$ cat src/rtl/vec_reader.sv
// Read-side sequencer for the dotProduct vector memory: issues one vector's worth of
// reads, hides the 1-cycle read latency in a 2-entry FIFO and streams elements out.
module vec_reader #(
    parameter int DATA_WIDTH  = 8,
    parameter int VETOR_WIDTH = 4,
    parameter int ADDR_WIDTH  = $clog2(VETOR_WIDTH * DATA_WIDTH)
) (
    input  logic                  clk,
    input  logic                  rst_n,
    input  logic                  start,
    input  logic [ADDR_WIDTH-1:0] base_addr,
    output logic                  busy,
    output logic                  done,
    output logic                  mem_rd_en,
    output logic [ADDR_WIDTH-1:0] mem_rd_addr,
    input  logic [DATA_WIDTH-1:0] mem_data_out,
    output logic                  m_valid,
    output logic [DATA_WIDTH-1:0] m_data,
    output logic                  m_last,
    input  logic                  m_ready
);

    localparam int CNT_W = $clog2(VETOR_WIDTH) + 1;
    localparam logic [CNT_W-1:0] VEC_LEN  = CNT_W'(VETOR_WIDTH);
    localparam logic [CNT_W-1:0] LAST_IDX = CNT_W'(VETOR_WIDTH - 1);

    typedef enum logic [1:0] {
        IDLE  = 2'd0,
        RUN   = 2'd1,
        DRAIN = 2'd2
    } state_t;

    state_t                state_r;
    state_t                state_s;
    logic [ADDR_WIDTH-1:0] base_r;
    logic [CNT_W-1:0]      issued_r;
    logic [CNT_W-1:0]      popped_r;
    logic                  inflight_r;
    logic [DATA_WIDTH-1:0] fifo0_r;
    logic [DATA_WIDTH-1:0] fifo1_r;
    logic                  wr_ptr_r;
    logic                  rd_ptr_r;
    logic [1:0]            fifo_count_r;
    logic                  busy_r;
    logic                  done_r;

    logic                  valid_s;
    logic                  pop_s;
    logic                  push_s;
    logic                  issue_s;
    logic                  accept_s;
    logic                  finish_s;
    logic [2:0]            occ_s;
    logic [CNT_W-1:0]      issued_next_s;
    logic [CNT_W-1:0]      popped_next_s;
    logic [DATA_WIDTH-1:0] head_s;

    // Handshake, read-issue throttle and counter look-ahead.
    // occ_s counts FIFO entries plus the read in flight, so every issued read owns a slot.
    always_comb begin
        valid_s       = (fifo_count_r != 2'd0);
        pop_s         = valid_s && m_ready;
        push_s        = inflight_r;
        occ_s         = {1'b0, fifo_count_r} + {2'b00, inflight_r} - {2'b00, pop_s};
        issue_s       = (state_r == RUN) && (issued_r < VEC_LEN) && (occ_s < 3'd2);
        issued_next_s = issued_r + CNT_W'(issue_s);
        popped_next_s = popped_r + CNT_W'(pop_s);
        if (rd_ptr_r) begin
            head_s = fifo1_r;
        end else begin
            head_s = fifo0_r;
        end
    end

    // Next-state logic; done is raised on the edge of the final handshake.
    always_comb begin
        state_s  = state_r;
        accept_s = 1'b0;
        finish_s = 1'b0;
        case (state_r)
            IDLE: begin
                if (start) begin
                    accept_s = 1'b1;
                    state_s  = RUN;
                end else begin
                    state_s  = IDLE;
                end
            end
            RUN: begin
                if (issued_next_s == VEC_LEN) begin
                    state_s = DRAIN;
                end else begin
                    state_s = RUN;
                end
            end
            DRAIN: begin
                if (popped_next_s == VEC_LEN) begin
                    finish_s = 1'b1;
                    state_s  = IDLE;
                end else begin
                    state_s  = DRAIN;
                end
            end
            default: begin
                state_s = IDLE;
            end
        endcase
    end

    // State, status and vector bookkeeping registers.
    always_ff @(posedge clk or negedge rst_n) begin
        if (!rst_n) begin
            state_r    <= IDLE;
            base_r     <= '0;
            issued_r   <= '0;
            popped_r   <= '0;
            inflight_r <= 1'b0;
            busy_r     <= 1'b0;
            done_r     <= 1'b0;
        end else begin
            state_r    <= state_s;
            inflight_r <= issue_s;
            done_r     <= finish_s;
            if (accept_s) begin
                base_r   <= base_addr;
                issued_r <= '0;
                popped_r <= '0;
                busy_r   <= 1'b1;
            end else begin
                issued_r <= issued_next_s;
                popped_r <= popped_next_s;
                if (finish_s) begin
                    busy_r <= 1'b0;
                end
            end
        end
    end

    // Two-entry FIFO capturing read data the cycle after each issued read.
    always_ff @(posedge clk or negedge rst_n) begin
        if (!rst_n) begin
            fifo0_r      <= '0;
            fifo1_r      <= '0;
            wr_ptr_r     <= 1'b0;
            rd_ptr_r     <= 1'b0;
            fifo_count_r <= 2'd0;
        end else begin
            if (push_s) begin
                if (wr_ptr_r) begin
                    fifo1_r <= mem_data_out;
                end else begin
                    fifo0_r <= mem_data_out;
                end
                wr_ptr_r <= ~wr_ptr_r;
            end
            if (pop_s) begin
                rd_ptr_r <= ~rd_ptr_r;
            end
            fifo_count_r <= fifo_count_r + {1'b0, push_s} - {1'b0, pop_s};
        end
    end

    assign busy        = busy_r;
    assign done        = done_r;
    assign mem_rd_en   = issue_s;
    assign mem_rd_addr = base_r + ADDR_WIDTH'(issued_r);
    assign m_valid     = valid_s;
    assign m_data      = valid_s ? head_s : '0;
    assign m_last      = valid_s && (popped_r == LAST_IDX);

endmodule

$ cat config.mk
export PLATFORM = sky130hd
export DESIGN_NAME = vec_reader
export DESIGN_NICKNAME = d
export VERILOG_FILES = /design/src/rtl/vec_reader.sv
export SDC_FILE = /design/constraint.sdc
export NUM_CORES = 1
export LEC_CHECK = 0
export ABC_CLOCK_PERIOD_IN_PS = 2900
export CAP_MARGIN = 20
export CORE_UTILIZATION = 37
export DETAILED_ROUTE_END_ITERATION = 8
export SLEW_MARGIN = 10
export SYNTH_ARGS = -nofsm -noshare
export SYNTH_HDL_FRONTEND = slang
export SYNTH_SLANG_ARGS = --single-unit
$ cat constraint.sdc
create_clock -name clk -period 2.9 [get_ports clk]
set_input_delay 0.29 -clock clk [delete_from_list [all_inputs] [get_ports clk]]
set_output_delay 0.29 -clock clk [all_outputs]
set_load 0.005 [all_outputs]
; Word-level counts from Yosys, hierarchy flattened
; Index checks and enable logic that the tools add are counted.
[classes]
n_addsub = 7
mul = 0
n_div = 0
magnitude_cmp = 2
eq_ne = 5
shifts = 0
n_mux = 14
bitwise_logic = 2
reduce_logical = 9
[op_table]
columns = cell, n
row1 = 2-to-1 mux 8 bit, 2
row2 = 2-to-1 mux 1 bit, 7
row3 = adder 3 x 1 -> 3 bit, 2
row4 = "equality test 3 bit, second input constant", 2
row5 = 2-to-1 mux 3 bit, 2
row6 = one-hot mux 2 bit (3 select lines), 1
row7 = adder 5 x 3 -> 5 bit, 1
row8 = logical AND 1 bit, 4
row9 = 2-to-1 mux 2 bit, 2
row10 = AND reduction 2 bit, 2
row11 = nonzero test 2 bit, 2
row12 = adder 2 x 1 -> 3 bit, 1
row13 = "equality test 3 x 2 -> 1 bit, second input constant", 1
row14 = "< comparator 3 x 2 -> 1 bit, second input constant", 1
row15 = "< comparator 3 bit, second input constant", 1
row16 = subtractor 3 x 1 -> 3 bit, 1
row17 = adder 2 x 1 -> 2 bit, 1
row18 = "equality test 2 x 1 -> 1 bit, second input constant", 1
row19 = "equality test 2 bit, second input constant", 1
row20 = zero test 2 bit, 1
row21 = NOT 1 bit, 2
row22 = subtractor 2 x 1 -> 2 bit, 1
[word_totals]
regBits = 36
latchBits = 0
ramBits = 0
rom_bits = 0
input_bits = 17
word_cells = 51
n_memories = 0

; Longest topological paths before layout
; Gate-level depths: netlist of the first run.
[depth]
depth_word = 9
depth_mapped = 13

; Worst setup path after synthesis of the first run
; Ideal clock, no wire load.
[synth_timing]
path_kind = register -> register
startpoint = reg fifo_count_r[1]
endpoint = reg state_r[1]
setup_time_ns = 0.082
arrival_ns = 3.104
required_ns = 2.818
setup_slack_ns = -0.286
path_stages_with_launch = 12
n_path_buf = 0
synth_period_minus_slack_ns = 3.186
cell_sequence = dfrtp_1 nor3b_1 a21o_1 ha_1 inv_1 fa_1 inv_1 nor4_1 ha_1 ha_1 or4_4 a22oi_2
[synth_between]
elab_chain_cells = 9
elab_cells_between_ends = 13
[synth_lines]
columns = element, line_no
row1 = from (decl), 43  ; logic [1:0] fifo_count_r;
row2 = from (signal assigned), 159  ; fifo_count_r <= fifo_count_r + {1'b0, push_s} - {1'b0, pop_s};
row3 = branches (longest 2 deep; another with adder 2 x 1 -> 3 bit), --
row4 = subtractor 3 x 1 -> 3 bit (*), 64  ; occ_s = {1'b0, fifo_count_r} + {2'b00, inflight_r} - {2'b00, pop_s};
row5 = named net occ_s[1], 53  ; logic [2:0] occ_s;
row6 = < comparator 3 x 2 -> 1 bit (*), 65  ; issue_s = (state_r == RUN) && (issued_r < VEC_LEN) && (occ_s < 3'd2);
row7 = logical AND 1 bit (*), 65
row8 = named net mem_rd_en, 14  ; output logic mem_rd_en,
row9 = adder 3 x 1 -> 3 bit (*), 66  ; issued_next_s = issued_r + CNT_W'(issue_s);
row10 = equality test 3 bit (*), 90  ; if (issued_next_s == VEC_LEN) begin
row11 = 2-to-1 mux 2 bit (*), 90
row12 = one-hot mux 2 bit (3 select lines) (*), 80  ; case (state_r)
row13 = named net state_s[1], 34  ; state_t state_s;
row14 = to (signal assigned), 121  ; state_r <= state_s;
row15 = to (decl), 33  ; state_t state_r;
; Mark *: on every way through the listed nets, which the timed path passes.
; A chain may end at the register's enable or synchronous reset.

; Worst setup path in the final report of the first run
[layout_timing]
startpoint = reg fifo_count_r[0]
endpoint = reg state_r[1]
[layout_between]
elab_chain_cells = 9
elab_cells_between_ends = 13
[layout_lines]
columns = element, line_no
row1 = branches (longest 8 deep; another with adder 2 x 1 -> 3 bit), --
row2 = one-hot mux 2 bit (3 select lines) (*), 80
row3 = named net state_s[1], 34
; Marks and branches as above.

==> results of run 1 <==
[metal layers]
| metal | share of wire (%) | up-vias | track usage [%] |
|---|---|---|---|
| li1 | - | 562 | - |
| met1 | 40 | 579 | 17.3 |
| met2 | 53 | 25 | 26.3 |
| met3 | 4.9 | 5 | 4.94 |
| met4 | 1.6 | 0 | 5.33 |
| met5 | 0 | - | 0 |
[layout make-up]
class / instances / area share, %
Clock buffer: 6 / 3.54
Timing Repair Buffer: 47 / 18.7
Multi-Input combinational cell: 88 / 34.6
Inverter: 8 / 1.29
Sequential cell: 36 / 38.6
Clock inverter: 2 / 0.429
Tap cell: 52 / 2.79
[kinds of logic after synthesis]
logic type,after synthesis
DFF,36
and+or+nand+nor,33
muxes,28
buffers and inverters,11
AOI/OAI and AO/OA,9
xor gates and xnor gates,9
adders and majority gates,9
[final timing paths]
check	from	to	slack [ns]	cells past startpoint
setup / recovery	fifo_count_r[0]$_DFF_PN0_	state_r[1]$_DFF_PN0_	-0.006	11
hold / removal	rst_n	base_r[1]$_DFFE_PN0P_	0.43	2
setup reg to reg	fifo_count_r[0]$_DFF_PN0_	state_r[1]$_DFF_PN0_	-0.006	11
hold reg to reg	fifo0_r[1]$_DFFE_PN0P_	fifo0_r[1]$_DFFE_PN0P_	0.49	1
max in group asynchronous	rst_n	fifo_count_r[1]$_DFF_PN0_	2.14	2
min in group clk	fifo0_r[1]$_DFFE_PN0P_	fifo0_r[1]$_DFFE_PN0P_	0.49	1
[sequential cells by signal, summed over array words and instances, names as in the netlist]
name          cells
fifo0_r           8
base_r            5
state_r           2
issued_r          3
fifo_count_r      2
rd_ptr_r          1
popped_r          3
busy              1
fifo1_r           8
done              1
wr_ptr_r          1
inflight_r        1
[power breakdown]
group | total [mW] | switching [mW] | internal, mW
clock network | 0.361 | 0.171 | 0.189
logic | 1.46 | 0.551 | 0.913
registers | 0.927 | 0.182 | 0.746
total | 2.75 | 0.904 | 1.85
[placed cells by master, fill, tap and decap left out, types with 2 or more instances in the layout]
| master | netlist | routed |
|---|---|---|
| dfrtp_1 | 36 | 35 |
| clkdlybuf4s50_1 | 0 | 32 |
| nor2_1 | 13 | 13 |
| buf_4 | 1 | 13 |
| mux2_2 | 11 | 11 |
| mux2_1 | 9 | 9 |
| mux2i_1 | 8 | 8 |
| xnor2_1 | 6 | 6 |
| clkbuf_8 | 0 | 6 |
| inv_1 | 7 | 5 |
| nor2b_1 | 5 | 5 |
| ha_1 | 7 | 4 |
| inv_2 | 1 | 3 |
| nor3_1 | 3 | 3 |
| nand2_1 | 3 | 3 |
| and3_1 | 2 | 2 |
| a21o_1 | 2 | 2 |
| xor2_1 | 3 | 2 |
| ha_2 | 0 | 2 |
| clkinv_2 | 0 | 2 |
[what timing repair did]
item	4_1_cts	5_1_grt
buffers inserted	2	1
pin swaps	5	2
hold buffers	0	0
gates resized for setup	9	1
setup endpoints to repair	3	3
endpoints found under the hold margin	0	0
[stage by stage]
step                hold slack [ns]  total power [mW]
finish                        0.430              2.75
global route                  0.475              2.99
CTS                           0.448              2.79
detailed placement            0.474              2.35
global placement              0.466              2.30
floorplan                  -0.00559              1.66
==> impl_metrics.yaml, run 1 <==
run_status:
  outcome: "finished, violations left"
  violations: "negative setup slack"
route:
  drcViolationCount: 0
  num_vias: 1171
  wl_per_cell_um: 13.3
  drtIter0Drc: 48
  drt_wl_total_um: 3190
  drtPass1Iterations: 2
  ant_nets: 0
  vias_per_cell: 4.90
logic_synthesis:
  synthTopCellsByArea: "dfrtp_1, mux2_2, mux2_1"
  ys_warn_count: 0
  ys_seq_elements: 36
  synthSimpleGateAreaFrac_pct: 10.4
  yosysTopAreaCell: "dfrtp_1"
  yosys.area.top_type_share_pct: 52.9
  synth_ff_type: "dfrtp_1"
  postSynth.asyncResetShare_pct: 100
  synth_top_family_by_area: "multiplexers"
  synth_area_sq_um: 1700
  syn-num-nets: 161
  synth-xor-area-share_pct: 4.63
  syn_inst: 135
  syn_area_per_cell_sq_um: 12.6
  synth_compound_area_share_pct: 3.82
  synthAdderAreaFrac_pct: 7.49
  yosys.cell_types.count: 32
  synth_edf_count: 0
  synthMuxAreaShare_pct: 17.9
  synthTopCellsByCount: "dfrtp_1, nor2_1, mux2_2, mux2_1, mux2i_1"
  synth.most_common_cell: "dfrtp_1"
  ys_seq_area_share_pct: 52.9
place:
  dp_cells: 228
  dp_slack_ns: -0.488
  portBuffers: 34
  dpl_cell_area_sq_um: 2190
  place.gp.congestion: 0.782
  hpwl_um: 2300
pwr:
  p_leak_nw: 1.04
  power_density_nw_per_um2: 1180
  ir_drop_mv: 0.496
sta:
  hold_viol_final: 0
  final.setup.tns_ns: -0.00580
  clock.fmax_mhz: 344
  setup_ws_ns: -0.00580
  slew_headroom_pct: 47.2
  skew_ns: 0.00228
  drv_slew: 0
  setup-violations-final: 1
  finalCritPeriodShare_pct: 100
  tightest_slew_ns: 0.791
  finalCriticalPeriod_ns: 2.91
  grt_setup_unrepaired: "yes"
clock_tree:
  cts_made_buffers: 5
  cts_sinks: 36
  clk_path_buf_depth: 2
  clk_latency_ns: 0.28
  h-tree-depth: 2
  tritoncts: "built"
  clkSlewWorstSetupHoldPaths_ns: 0.07
  cts-root-buf: "clkbuf_8"
die:
  start_util_pct: 38.8
  die_w_um: 69.8
  die_area_sq_um: 4880
  io_pins: 35
  fp.dieH_um: 69.8
  rows: 24
  fp.coreArea_sq_um: 4380
worst_setup_path:
  required_ns: 3.11
  crit_arrival_ns: 3.11
  crit_buf_inv: 1
  cp-start-kind: "flop"
  cpLargestDelayFamily: "simple AND/OR/NAND/NOR gates"
  max_stage_delay_ns: 0.52
  end_kind: "flop"
  crit_chain: "nor3b_4 -> a21o_1 -> ha_2 -> inv_2 -> fa_2 -> xor2_2 -> nor4_4 -> ha_2 -> ha_4 -> or4_4 -> a22oi_2"
  critPathKind: "reg2reg"
  timing.critical_path.mode_cell: "ha_2"
  cpMaxStageDelayCell: "or4_4"
  crit_fanout: 2
global_routing:
  grt.total_usage_pct: 15.1
  grt_pass1_vias: 1272
  overflow: 0
  grt_pass1_wl_um: 5700
  antenna_found_initial: 0
  grt_max_degree: 37
finish:
  final_cells: 239
  syn2layout_area_growth_pct: 37.1
  multi_input_area_sq_um: 808
  fillers: 388
  fin_area_sq_um: 2330
  nets: 212
  final_util_pct: 53.3
  seqCellArea_sq_um: 902
  antenna_cells: 0
  drive_gt1_share_pct: 26.2
min_path:
  hold_class: "in2async"
job:
  timing.max_cap.violations: 0
No activity file was read; power rests on OpenSTA's default activity.
==> run 2, diff against run 1 <==
- PLACE_DENSITY: default -> 0.66
- TNS_END_PERCENT: default -> 50
==> run 2 against run 1 <==
  * The flow still finishes with violations (negative setup slack)
  * Core utilization up 0.29 points
  * Worst setup slack improved by 0.0041 ns
  * Final cell count increased by 0.42%
  * Critical path type unchanged
  * Global-route usage down 0.59 points
==> impl_metrics.yaml, run 2 (synthesis results as in run 1) <==
worst_setup_path:
  ff2ff_path_depth: 11
  r2r-start: "fifo_count_r[0]$_DFF_PN0_"
  crit_chain: "nor3b_4 -> a21o_1 -> ha_1 -> inv_2 -> fa_2 -> inv_2 -> nor4_4 -> ha_2 -> ha_4 -> or4_4 -> a22oi_2"
  timing.critical_path.mode_cell: "inv_2"
  reg2reg_slack_ns: -0.002
  end_kind: "flop"
  required_ns: 3.11
  cp-start-kind: "flop"
  max_stage_delay_ns: 0.53
  cpMaxStageDelayCell: "fa_2"
  worst_r2r_endpoint: "state_r[1]$_DFF_PN0_"
  crit_fanout: 3
  critPathKind: "reg2reg"
  crit_arrival_ns: 3.11
sta:
  tightest_slew_ns: 0.777
  drv_slew: 0
  finalCriticalPeriod_ns: 2.90
  setup_ws_ns: -0.00169
  final.setup.tns_ns: -0.00169
  grt_setup_unrepaired: "yes"
  clock.fmax_mhz: 345
  finalCritPeriodShare_pct: 100
  skew_ns: 0.00665
  slew_headroom_pct: 48.1
  setup-violations-final: 1
  hold_viol_final: 0
  hold_slack_ns: 0.412
clock_tree:
  cts_sinks: 36
  tritoncts: "built"
  cts_hold_buf: 0
  h-tree-depth: 2
  cts-root-buf: "clkbuf_8"
  cts_made_buffers: 5
  clk_latency_ns: 0.29
  clk_path_buf_depth: 2
  clkSlewWorstSetupHoldPaths_ns: 0.07
die:
  die_area_sq_um: 4880
  die_w_um: 69.8
  fp.coreArea_sq_um: 4380
  rows: 24
  fp.dieH_um: 69.8
  start_util_pct: 38.8
  io_pins: 35
global_routing:
  grt_pass1_wl_um: 5390
  grt_max_degree: 37
  grt_pass1_vias: 1158
  overflow: 0
  antenna_found_initial: 0
  grt.total_usage_pct: 14.5
finish:
  antenna_cells: 0
  layout_common_cells: "dfrtp_1, clkdlybuf4s50_1, nor2_1, buf_4, mux2_2"
  drive_gt1_share_pct: 26.6
  final_common_cell: "dfrtp_1"
  syn2layout_area_growth_pct: 37.8
  nets: 213
  reg_top3: "fifo0_r (8), fifo1_r (8), base_r (5)"
route:
  drcViolationCount: 0
  drt_wl_total_um: 3160
  vias_per_cell: 4.85
  drtPass1Iterations: 4
  drtIter0Drc: 34
  num_vias: 1164
  ant_nets: 0
  wl_per_cell_um: 13.2
place:
  portBuffers: 34
  place.gp.congestion: 0.800
  hpwl_um: 2300
run_status:
  outcome: "finished, violations left"
  violations: "negative setup slack"
job:
  timing.max_cap.violations: 0
pwr:
  power_density_nw_per_um2: 1180
  p_leak_nw: 1.06
  ir_drop_mv: 0.492
min_path:
  hold_class: "in2async"
[run 2: cell count changes in the layout (fill, tap and decap cells not counted)]
cell | previous run | this run
buf_6 | 0 | 1
dlygate4sd2_1 | 1 | 0
inv_1 | 5 | 4
inv_2 | 3 | 4
ha_1 | 4 | 5
dlymetal6s2s_1 | 0 | 1
ha_2 | 2 | 1
[run 2: per-layer routing]
| metal | track usage, % | routed length, um | up-vias | share of wire, % |
|---|---|---|---|---|
| li1 | - | - | 563 | - |
| met1 | 17.3 | 1380 | 567 | 44 |
| met2 | 24.1 | 1600 | 29 | 50 |
| met3 | 5.09 | 150 | 5 | 4.7 |
| met4 | 5.33 | 36 | 0 | 1.1 |
| met5 | 0 | 0 | - | 0 |
[run 2: critical path: cells and delay by family, from the launching register on]
kind	cells	cell delay, ns
AO/OA/AOI/OAI	2	0.25
buffers and inverters	2	0.09
adder cells (fa/ha/maj)	4	1.12
flip-flops	1	0.41
AND/OR/NAND/NOR	3	0.96
[run 2: power breakdown]
| group | internal (mW) | switching [mW] |
|---|---|---|
| registers | 0.746 | 0.187 |
| clock network | 0.189 | 0.177 |
| logic | 0.917 | 0.546 |
| total | 1.85 | 0.910 |
[run 2: final cells by class]
cell class	instances	area, sq um
Fill cell	385	2040
Sequential cell	36	902
Multi-Input combinational cell	88	806
Timing Repair Buffer	48	452
Clock buffer	6	82.6
Tap cell	52	65.1
Inverter	8	30.0
Clock inverter	2	10.0
[run 2: timing repair]
action,CTS,global route
pin swaps,2,6
resized for setup,3,8
buffers inserted,2,3
setup endpoints to repair,2,3
[run 2: how the worst max path moves through the flow]
| stage | start | to | slack [ns] | cells past startpoint |
|---|---|---|---|---|
| detailed placement | m_ready | state_r[1]$_DFF_PN0_ | -0.47 | 13 |
| global placement | m_ready | state_r[1]$_DFF_PN0_ | -0.39 | 13 |
| floorplan | fifo_count_r[0]$_DFF_PN0_ | state_r[1]$_DFF_PN0_ | 0.03 | 11 |
| CTS | m_ready | state_r[1]$_DFF_PN0_ | -0.12 | 13 |
| finish | fifo_count_r[0]$_DFF_PN0_ | state_r[1]$_DFF_PN0_ | -0.002 | 11 |
| global route | fifo_count_r[0]$_DFF_PN0_ | state_r[1]$_DFF_PN0_ | -0.13 | 11 |
[run 2: metrics by stage]
stage / cells / setup slack [ns] / cell area (sq um) / util, % / power, mW
after floorplan: 135 / 0.0264 / 1730 / - / 1.66
after global placement: 227 / -0.388 / 2190 / 49.9 / 2.28
after detailed placement: 227 / -0.472 / 2190 / 49.9 / 2.33
after CTS: 237 / -0.117 / 2300 / 52.5 / 2.74
after global routing: 240 / -0.129 / 2350 / 53.5 / 3.00
final: 240 / -0.00169 / 2350 / 53.5 / 2.76
==> run 3, diff against run 2 <==
- CORE_MARGIN: default -> 5
- CORE_UTILIZATION: 37 -> 45
- GPL_ROUTABILITY_DRIVEN: default -> 0
- PLACE_DENSITY: 0.66 -> 0.77
==> run 3 against run 2 <==
  * The run still ends with negative setup slack left
  * Largest power group unchanged
  * Sequential power barely moved
  * Highest routed layer unchanged
  * Final cell count fell by 1.3%
  * Combinational power barely moved
  * Critical path type unchanged
==> impl_metrics.yaml, run 3 (synthesis results as in run 1) <==
worst_setup_path:
  reg2reg_slack_ns: -0.06
  required_ns: 3.12
  worst_r2r_endpoint: "state_r[1]$_DFF_PN0_"
  critPathKind: "reg2reg"
  r2r-start: "fifo_count_r[0]$_DFF_PN0_"
  crit_fanout: 2
  crit_chain: "nor3b_4 -> a21o_1 -> ha_2 -> inv_2 -> fa_2 -> inv_2 -> nor4_4 -> ha_2 -> ha_4 -> or4_4 -> a22oi_2"
  cp-start-kind: "flop"
  max_stage_delay_ns: 0.52
  crit_arrival_ns: 3.18
  ff2ff_path_depth: 11
  cpMaxStageDelayCell: "fa_2"
  end_kind: "flop"
finish:
  final_cells: 237
  drive_gt1_share_pct: 27.5
  fin_area_sq_um: 2370
  reg_top3: "fifo0_r (8), fifo1_r (8), base_r (5)"
  syn2layout_area_growth_pct: 39.5
  antenna_cells: 0
  nets: 214
  layout_common_cells: "dfrtp_1, clkdlybuf4s50_1, buf_4"
  final_common_cell: "dfrtp_1"
sta:
  finalCriticalPeriod_ns: 2.96
  setup_ws_ns: -0.0606
  setup-violations-final: 1
  drv_slew: 0
  final.setup.tns_ns: -0.0606
  finalCritPeriodShare_pct: 102
  hold_viol_final: 0
  grt_setup_unrepaired: "yes"
  skew_ns: 0.00317
  tightest_slew_ns: 0.782
  clock.fmax_mhz: 338
  slew_headroom_pct: 47.8
place:
  dp_cells: 225
  hpwl_um: 2480
  portBuffers: 34
  dpl_cell_area_sq_um: 2200
route:
  vias_per_cell: 4.91
  drtIter0Drc: 28
  num_vias: 1163
  drcViolationCount: 0
  wl_per_cell_um: 14.1
  ant_nets: 0
  drt_wl_total_um: 3340
  drtPass1Iterations: 4
clock_tree:
  cts_hold_buf: 0
  tritoncts: "built"
  clk_latency_ns: 0.29
  clkSlewWorstSetupHoldPaths_ns: 0.07
  clk_path_buf_depth: 2
  cts_sinks: 36
  h-tree-depth: 2
  cts-root-buf: "clkbuf_8"
  cts_made_buffers: 5
pwr:
  ir_drop_mv: 0.648
  power_density_nw_per_um2: 1200
  p_leak_nw: 1.06
  power.total_mw: 2.86
run_status:
  outcome: "finished, violations left"
  violations: "negative setup slack"
min_path:
  hold_class: "in2async"
die:
  fp.dieH_um: 71.5
  rows: 22
  io_pins: 35
  start_util_pct: 46.5
  fp.coreArea_sq_um: 3660
  die_w_um: 71.5
  die_area_sq_um: 5110
global_routing:
  grt_max_degree: 24
  overflow: 0
  grt.total_usage_pct: 14.8
  antenna_found_initial: 0
  grt_pass1_vias: 1304
  grt_pass1_wl_um: 5790
job:
  timing.max_cap.violations: 0
[run 3: how the worst max path moves through the flow]
stage                                         start              endpoint  slack [ns]  depth (start not counted)
final                     fifo_count_r[0]$_DFF_PN0_  state_r[1]$_DFF_PN0_       -0.06                         11
after detailed placement                    m_ready  state_r[1]$_DFF_PN0_       -0.50                         13
after global placement                      m_ready  state_r[1]$_DFF_PN0_       -0.38                         13
after floorplan           fifo_count_r[0]$_DFF_PN0_  state_r[1]$_DFF_PN0_        0.03                         11
after CTS                 fifo_count_r[0]$_DFF_PN0_  state_r[1]$_DFF_PN0_       -0.07                         11
after global routing      fifo_count_r[0]$_DFF_PN0_  state_r[1]$_DFF_PN0_       -0.22                         11
[run 3: worst max-delay path, delay by kind of cell, from the launching register on]
| family | cells | cell delay, ns |
|---|---|---|
| simple gates | 3 | 0.99 |
| fa+ha+maj | 4 | 1.14 |
| compound gates | 2 | 0.25 |
| buf+inv | 2 | 0.09 |
| flops | 1 | 0.42 |
[run 3: routing by layer]
layer | share of wire, % | track usage, % | wire length [um]
met5 | 0 | 0 | 0
met4 | 2.0 | 7.52 | 67
met3 | 5.4 | 4.63 | 181
met2 | 50 | 25.2 | 1680
met1 | 42 | 16.5 | 1420
[run 3: cell type report]
type	instances	area, sq um
Clock buffer	6	72.6
Clock inverter	2	35.0
Fill cell	275	1290
Inverter	8	30.0
Multi-Input combinational cell	88	808
Sequential cell	36	902
Tap cell	48	60.1
Timing Repair Buffer	49	467
[run 3: stage by stage]
| stage | setup WS, ns | util (%) | hold slack [ns] |
|---|---|---|---|
| after floorplan | 0.0264 | - | -0.00559 |
| final | -0.0606 | 64.9 | 0.285 |
| after global routing | -0.219 | 64.9 | 0.295 |
| after detailed placement | -0.505 | 60.0 | 0.474 |
| after CTS | -0.0711 | 63.3 | 0.491 |
| after global placement | -0.376 | 60.0 | 0.467 |
[run 3: where the power goes]
| part | switching [mW] | total [mW] | internal [mW] |
|---|---|---|---|
| Sequential | 0.188 | 0.934 | 0.746 |
| Combinational | 0.568 | 1.49 | 0.924 |
| Clock | 0.177 | 0.432 | 0.255 |
[run 3: repair_timing]
item	CTS	global route
setup buffers	1	2
setup endpoints to repair	3	3
resized for setup	5	7
pin swaps	3	7
